<file path="config.mk">
export PLATFORM = sky130hd
export DESIGN_NAME = au_cmp6_uns_seq
export DESIGN_NICKNAME = d
export VERILOG_FILES = /design/src/rtl/au_cmp_seq_pkg.sv /design/src/rtl/AU_cmp6_uns.sv /design/src/rtl/au_cmp6_uns_seq.sv
export SDC_FILE = /design/constraint.sdc
export NUM_CORES = 1
export LEC_CHECK = 0
export ABC_AREA = 1
export CAP_MARGIN = 25
export CORE_ASPECT_RATIO = 1.4
export CORE_UTILIZATION = 28
export CTS_CLUSTER_SIZE = 10
export DETAILED_ROUTE_END_ITERATION = 10
export PLACE_DENSITY = 0.49
export REMOVE_ABC_BUFFERS = 1
export SLEW_MARGIN = 20
export SYNTH_ARGS = -nofsm -noshare
export SYNTH_HDL_FRONTEND = slang
export SYNTH_SLANG_ARGS = --single-unit
</file>
<file path="constraint.sdc">
create_clock -name clk -period 1.7 [get_ports clk]
set_input_delay 0.425 -clock clk [delete_from_list [all_inputs] [get_ports clk]]
set_output_delay 0.425 -clock clk [all_outputs]
set_load 0.1 [all_outputs]
</file>
<file path="src/rtl/au_cmp_seq_pkg.sv">
// Shared types and result-vector bit positions for the sequential unsigned comparator.
package au_cmp_seq_pkg;

  typedef enum logic [1:0] {
    IDLE,
    RUN,
    DONE
  } state_t;

  // Bit order of the six-flag result vector
  localparam int unsigned RES_LT = 0;
  localparam int unsigned RES_GT = 1;
  localparam int unsigned RES_EQ = 2;
  localparam int unsigned RES_LE = 3;
  localparam int unsigned RES_GE = 4;
  localparam int unsigned RES_NE = 5;
  localparam int unsigned RES_W  = 6;

endpackage

</file>
<file path="src/rtl/AU_cmp6_uns.sv">
// Combinational WIDTH-bit unsigned comparator producing the six relational flags.
module AU_cmp6_uns
  import au_cmp_seq_pkg::*;
#(
  parameter int unsigned WIDTH = 8,
  parameter int unsigned ARCH  = 0
) (
  input  logic [WIDTH-1:0] a,
  input  logic [WIDTH-1:0] b,
  output logic [RES_W-1:0] res_c
);

  logic lt_c;
  logic eq_c;

  generate
    if (ARCH == 0) begin : g_rel
      assign lt_c = (a < b);
      assign eq_c = (a == b);
    end else begin : g_sub
      // Borrow out of a zero-extended subtract gives a<b
      logic [WIDTH:0] diff;
      assign diff = {1'b0, a} - {1'b0, b};
      assign lt_c = diff[WIDTH];
      assign eq_c = (diff[WIDTH-1:0] == '0);
    end
  endgenerate

  always_comb begin
    res_c         = '0;
    res_c[RES_LT] = lt_c;
    res_c[RES_GT] = ~lt_c & ~eq_c;
    res_c[RES_EQ] = eq_c;
    res_c[RES_LE] = lt_c | eq_c;
    res_c[RES_GE] = ~lt_c;
    res_c[RES_NE] = ~eq_c;
  end

endmodule

</file>
<file path="src/rtl/au_cmp6_uns_seq.sv">
// Multi-cycle NWORD*WIDTH-bit unsigned comparator: scans chunks MSB-first through one
// WIDTH-bit comparator, exits on the first unequal chunk, returns flags via valid/ready.
module au_cmp6_uns_seq
  import au_cmp_seq_pkg::*;
#(
  parameter int unsigned WIDTH = 8,
  parameter int unsigned NWORD = 4,
  parameter int unsigned ARCH  = 0
) (
  input  logic                     clk,
  input  logic                     rst_n,
  input  logic                     in_valid,
  output logic                     in_ready,
  input  logic [NWORD*WIDTH-1:0]   a,
  input  logic [NWORD*WIDTH-1:0]   b,
  output logic                     out_valid,
  input  logic                     out_ready,
  output logic                     lt,
  output logic                     gt,
  output logic                     eq,
  output logic                     le,
  output logic                     ge,
  output logic                     ne
);

  localparam int unsigned OPW  = NWORD * WIDTH;
  localparam int unsigned CNTW = (NWORD > 1) ? $clog2(NWORD) : 1;

  state_t           state;
  logic [OPW-1:0]   a_sh;
  logic [OPW-1:0]   b_sh;
  logic [CNTW-1:0]  cnt;
  logic [RES_W-1:0] res;
  logic [RES_W-1:0] chunk_res_c;

  AU_cmp6_uns #(
    .WIDTH(WIDTH),
    .ARCH (ARCH)
  ) u_cmp (
    .a    (a_sh[OPW-1 -: WIDTH]),
    .b    (b_sh[OPW-1 -: WIDTH]),
    .res_c(chunk_res_c)
  );

  // Control, operand shift registers and result flags
  always_ff @(posedge clk) begin
    if (!rst_n) begin
      state     <= IDLE;
      in_ready  <= 1'b1;
      out_valid <= 1'b0;
      res       <= '0;
      cnt       <= '0;
      a_sh      <= '0;
      b_sh      <= '0;
    end else begin
      case (state)
        IDLE: begin
          if (in_valid && in_ready) begin
            a_sh     <= a;
            b_sh     <= b;
            cnt      <= CNTW'(NWORD - 1);
            in_ready <= 1'b0;
            state    <= RUN;
          end
        end
        RUN: begin
          // The last chunk's flags are already the full-width answer when all chunks match
          if (chunk_res_c[RES_NE] || (cnt == '0)) begin
            res       <= chunk_res_c;
            out_valid <= 1'b1;
            state     <= DONE;
          end else begin
            a_sh <= a_sh << WIDTH;
            b_sh <= b_sh << WIDTH;
            cnt  <= cnt - CNTW'(1);
          end
        end
        DONE: begin
          if (out_valid && out_ready) begin
            out_valid <= 1'b0;
            in_ready  <= 1'b1;
            state     <= IDLE;
          end
        end
        default: state <= IDLE;
      endcase
    end
  end

  assign lt = res[RES_LT];
  assign gt = res[RES_GT];
  assign eq = res[RES_EQ];
  assign le = res[RES_LE];
  assign ge = res[RES_GE];
  assign ne = res[RES_NE];

endmodule

</file>
==> reports/metrics.sh <==
VIAS=3435
REG2REG_DEPTH=11
CRIT_PATH_END_KIND='flop'
IO_BUFFERS=75
TRITONCTS.NUM_BUFFERS=9
CTS_ROOT_BUF='sky130_fd_sc_hd__clkbuf_16'
PATH_CELLS='inv_2 > ha_4 > nand2_4 > nor2_4 > nand3_2 > nand2_4 > nand2_8 > clkinv_8 > clkbuf_16 > nor2_1 > nor2_1'
CLOCKBUFFERDEPTH=2
HOLD_VIOL=0
NUM_ANTENNA_CELLS=0
DRT_FIRST_ITER_VIOLATIONS=94
GRT.TOTAL_USAGE_PCT=14.7
DP_HPWL_UM=6270
POST-ROUTE-MIN-PERIOD_NS=1.69
RESIDUAL_ANTENNA_VIOLATING_NET_COUNT_AFTER_DETAILED_ROUTING=0
MIN-DELAY-START='rst_n'
MULTI_INPUT_COMB_AREA_MM2=0.00210
POST-ROUTE-DRC-COUNT=0
SYNTH_WARNINGS=0
R2R_START='a_sh[24]'
WORST_SLEW_PIN_SLEW_NS=0.420
HOLD_PATH_END='a_sh[11]'
CTS.HTREE.LEVELS=3
INITIAL_STANDARD_CELL_UTILIZATION_OF_THE_CORE_PCT=29.2
TIMING.FMAX_MHz=591
SYN_AREA_MM2=0.00350
SLEW_VIOLATIONS=0
WORST_VDD_DROP_mV=0.677
SYNTHCELLS=529
REG2REG_SLACK_NS=0.008
STARTPOINT_TYPE='flop'
SYNTHESIS.AREA_PER_INSTANCE_UM2=6.61
ROWS=47
LAYOUT-DRIVE-GT1-SHARE_PCT=24.1
CP_SLOWEST_STAGE_DELAY_NS=0.33
FINALSETUPVIOLATIONS=0
N_FILL_CELL=1270
DETAIL_ROUTE.FIRST_PASS.ITERATIONS=4
FIN_TOTAL_PWR_W=0.00765
CRITICAL_PATH.MAX_FANOUT=8
POWERDENSITY_mW_PER_MM2=1370
FINCLKSKEW_NS=0.00914
GRT_SETUP_UNREPAIRED='true'
CTS_TREE='done'
WORST-SETUP-PATH-TYPE='flop to flop'
TIMING.HOLD.WORST_PATH_DEPTH=3
PIN_COUNT=76
LAYOUT.CELLS.NON_FILLER=770
CTS_HOLD_BUFFERS=0
POWER.LEAKAGE_nW=2.39
DIE_W_UM=96.5
SEQUENTIAL_CELL_AREA_MM2=0.00153
GRT_MAX_DEGREE=39
REG2REG_TO='b_sh[19]'
STATUS='completed'
SEQ_AREA_FRAC_SYNTH_PCT=43.5
NUMBER_OF_SINKS_DRIVEN_BY_THE_CLOCK_TREE=76
CP.REQUIRED_NS=1.98
CHIPHEIGHT_UM=134
DP_CELLS=737
LAYOUT_WORST_PATH_CYCLE_SHARE_PCT=99.6
SYN_TO_FINAL_GROWTH_PCT=59.9
MIN_PATH_TYPE='input port to flop'
MAX_SLEW_MARGIN_PCT=72.0
GLOBALROUTE.TOTALOVERFLOW=0
WORST_SKEW_PAIR.LATE_LATENCY_NS=0.34
FINAL.HOLD.WORST_SLACK_NS=0.395
TIMING.CRITICAL_PATH.SLOWEST_STAGE_CELL='sky130_fd_sc_hd__dfxtp_2'
GRT_ANTENNA_BEFORE_REPAIR=0
DETAIL_ROUTE.WL_PER_CELL_UM=13.2
CLKTRANSATPATHREGS_NS=0.06
DRV_CAP=0
FP.DIEAREA_MM2=0.0130
FINALWIRELENGTH_UM=10200
GRT_FIRST_PASS_WIRELENGTH_UM=14600
FINALWEIGHTEDCONGESTION=0.711
SYNTH_SEQ_CELLS=76
CP.ARRIVAL_NS=1.97
FINAL_NETS=695
NUMBER_OF_GLOBAL_ROUTE_VIAS_BEFORE_REPAIR=3247
CORE_MM2=0.0120
YOSYS.CELL_TYPES.COUNT=20
VIAS_PER_STD_CELL=4.46
critical path, delay by kind of cell (launching register included):
| family | cells | cell delay, ns |
|---|---|---|
| buffers and inverters | 3 | 0.33 |
| AND/OR/NAND/NOR | 7 | 0.69 |
| adder cells (fa/ha/maj) | 1 | 0.26 |
| flip-flops | 1 | 0.33 |
routing by layer:
layer	routed length [µm]	up-vias	track usage, %
li1	-	1825	-
met1	4440	1532	17.2
met5	0	-	0
met3	314	14	2.55
met2	5220	64	25.7
met4	173	0	6.05
registers in the layout, indices dropped and copies added (netlist names):
name       count
res            6
b_sh          32
cnt            2
in_ready       1
state          2
a_sh          32
out_valid      1
cell usage after synthesis:
| cell type | n | area share, % |
|---|---|---|
| sky130_fd_sc_hd__ha_1 | 9 | 3.2 |
| sky130_fd_sc_hd__clkbuf_1 | 17 | 1.8 |
| sky130_fd_sc_hd__nand3_1 | 3 | 0.43 |
| sky130_fd_sc_hd__nand3_2 | 1 | 0.29 |
| sky130_fd_sc_hd__a21oi_1 | 28 | 4.0 |
| sky130_fd_sc_hd__buf_2 | 9 | 1.3 |
| sky130_fd_sc_hd__nand2_1 | 196 | 21 |
| sky130_fd_sc_hd__inv_2 | 3 | 0.32 |
| sky130_fd_sc_hd__buf_4 | 1 | 0.21 |
| sky130_fd_sc_hd__nor2_1 | 104 | 11 |
| sky130_fd_sc_hd__o21a_1 | 1 | 0.21 |
| sky130_fd_sc_hd__nor2_4 | 2 | 0.64 |
| sky130_fd_sc_hd__buf_6 | 4 | 1.3 |
| sky130_fd_sc_hd__dfxtp_1 | 76 | 43 |
| sky130_fd_sc_hd__o21ai_1 | 12 | 1.7 |
| sky130_fd_sc_hd__nand2_4 | 2 | 0.64 |
| sky130_fd_sc_hd__inv_1 | 18 | 1.9 |
| sky130_fd_sc_hd__nor2_2 | 2 | 0.36 |
| sky130_fd_sc_hd__o21ai_0 | 39 | 5.6 |
| sky130_fd_sc_hd__nand4_1 | 2 | 0.36 |
area by class of cell:
cell class                      count  share of cell area (%)
Multi-Input combinational cell    402                    37.5
Tap cell                          147                    3.29
Timing Repair Buffer              108                    24.0
Inverter                           21                    1.68
Clock inverter                      6                    1.99
Clock buffer                       10                    4.09
Sequential cell                    76                    27.4
kinds of logic (layout without fill, tap and decap cells):
| family | Yosys count | after routing | share of synthesized area, % |
|---|---|---|---|
| DFF | 76 | 76 | 43.5 |
| AOI/OAI and AO/OA | 80 | 80 | 11.5 |
| buffers and inverters | 52 | 145 | 6.87 |
| and+or+nand+nor | 312 | 313 | 34.9 |
| adders and majority gates | 9 | 9 | 3.22 |
layout by cell type (no fill, tap or decap), types with 10 or more instances in the layout:
master                              n
sky130_fd_sc_hd__nor2_2            29
sky130_fd_sc_hd__clkbuf_16         18
sky130_fd_sc_hd__nor2_1            74
sky130_fd_sc_hd__a21oi_1           26
sky130_fd_sc_hd__inv_1             10
sky130_fd_sc_hd__o21ai_1           25
sky130_fd_sc_hd__nand2_1          192
sky130_fd_sc_hd__buf_12            15
sky130_fd_sc_hd__buf_4             11
sky130_fd_sc_hd__dfxtp_1           67
sky130_fd_sc_hd__o21ai_2           18
sky130_fd_sc_hd__clkdlybuf4s50_1   66
what timing repair did:
action / 4_1_cts / 5_1_grt
buffers inserted: 0 / 2
cloned: 0 / 15
setup endpoints to repair: 41 / 63
pin swaps: 0 / 48
resized for setup: 8 / 134
stage by stage:
step	utilization (%)	area (µm²)	setup TNS [ns]	worst slack (ns)
after floorplan	-	3340	-40.37	-0.709
after global placement	37.8	4540	-7.74	-0.162
after detailed placement	37.8	4540	-8.82	-0.196
after CTS	40.7	4890	-0.00801	-0.00461
after global routing	46.6	5590	-2.05	-0.0773
final	46.6	5590	0	0.00754
where the power goes:
group	switching, W	internal, W	total, W
Clock	0.000756	0.00144	0.00219
Combinational	0.00165	0.00144	0.00308
Sequential	0.000245	0.00213	0.00238
worst max-delay path by stage:
stage          endpoint  depth (start not counted)  slack, ns      from
6_report       b_sh[19]                         11      0.008  a_sh[24]
5_1_grt        b_sh[29]                         11      -0.08  a_sh[24]
4_1_cts        b_sh[27]                         11     -0.005  b_sh[27]
3_5_place_dp   a_sh[28]                          7      -0.20  in_valid
3_3_place_gp   b_sh[20]                          7      -0.16  in_valid
2_1_floorplan  a_sh[10]                          6      -0.71  in_ready
Note: power is estimated with default switching activity, not from simulation.
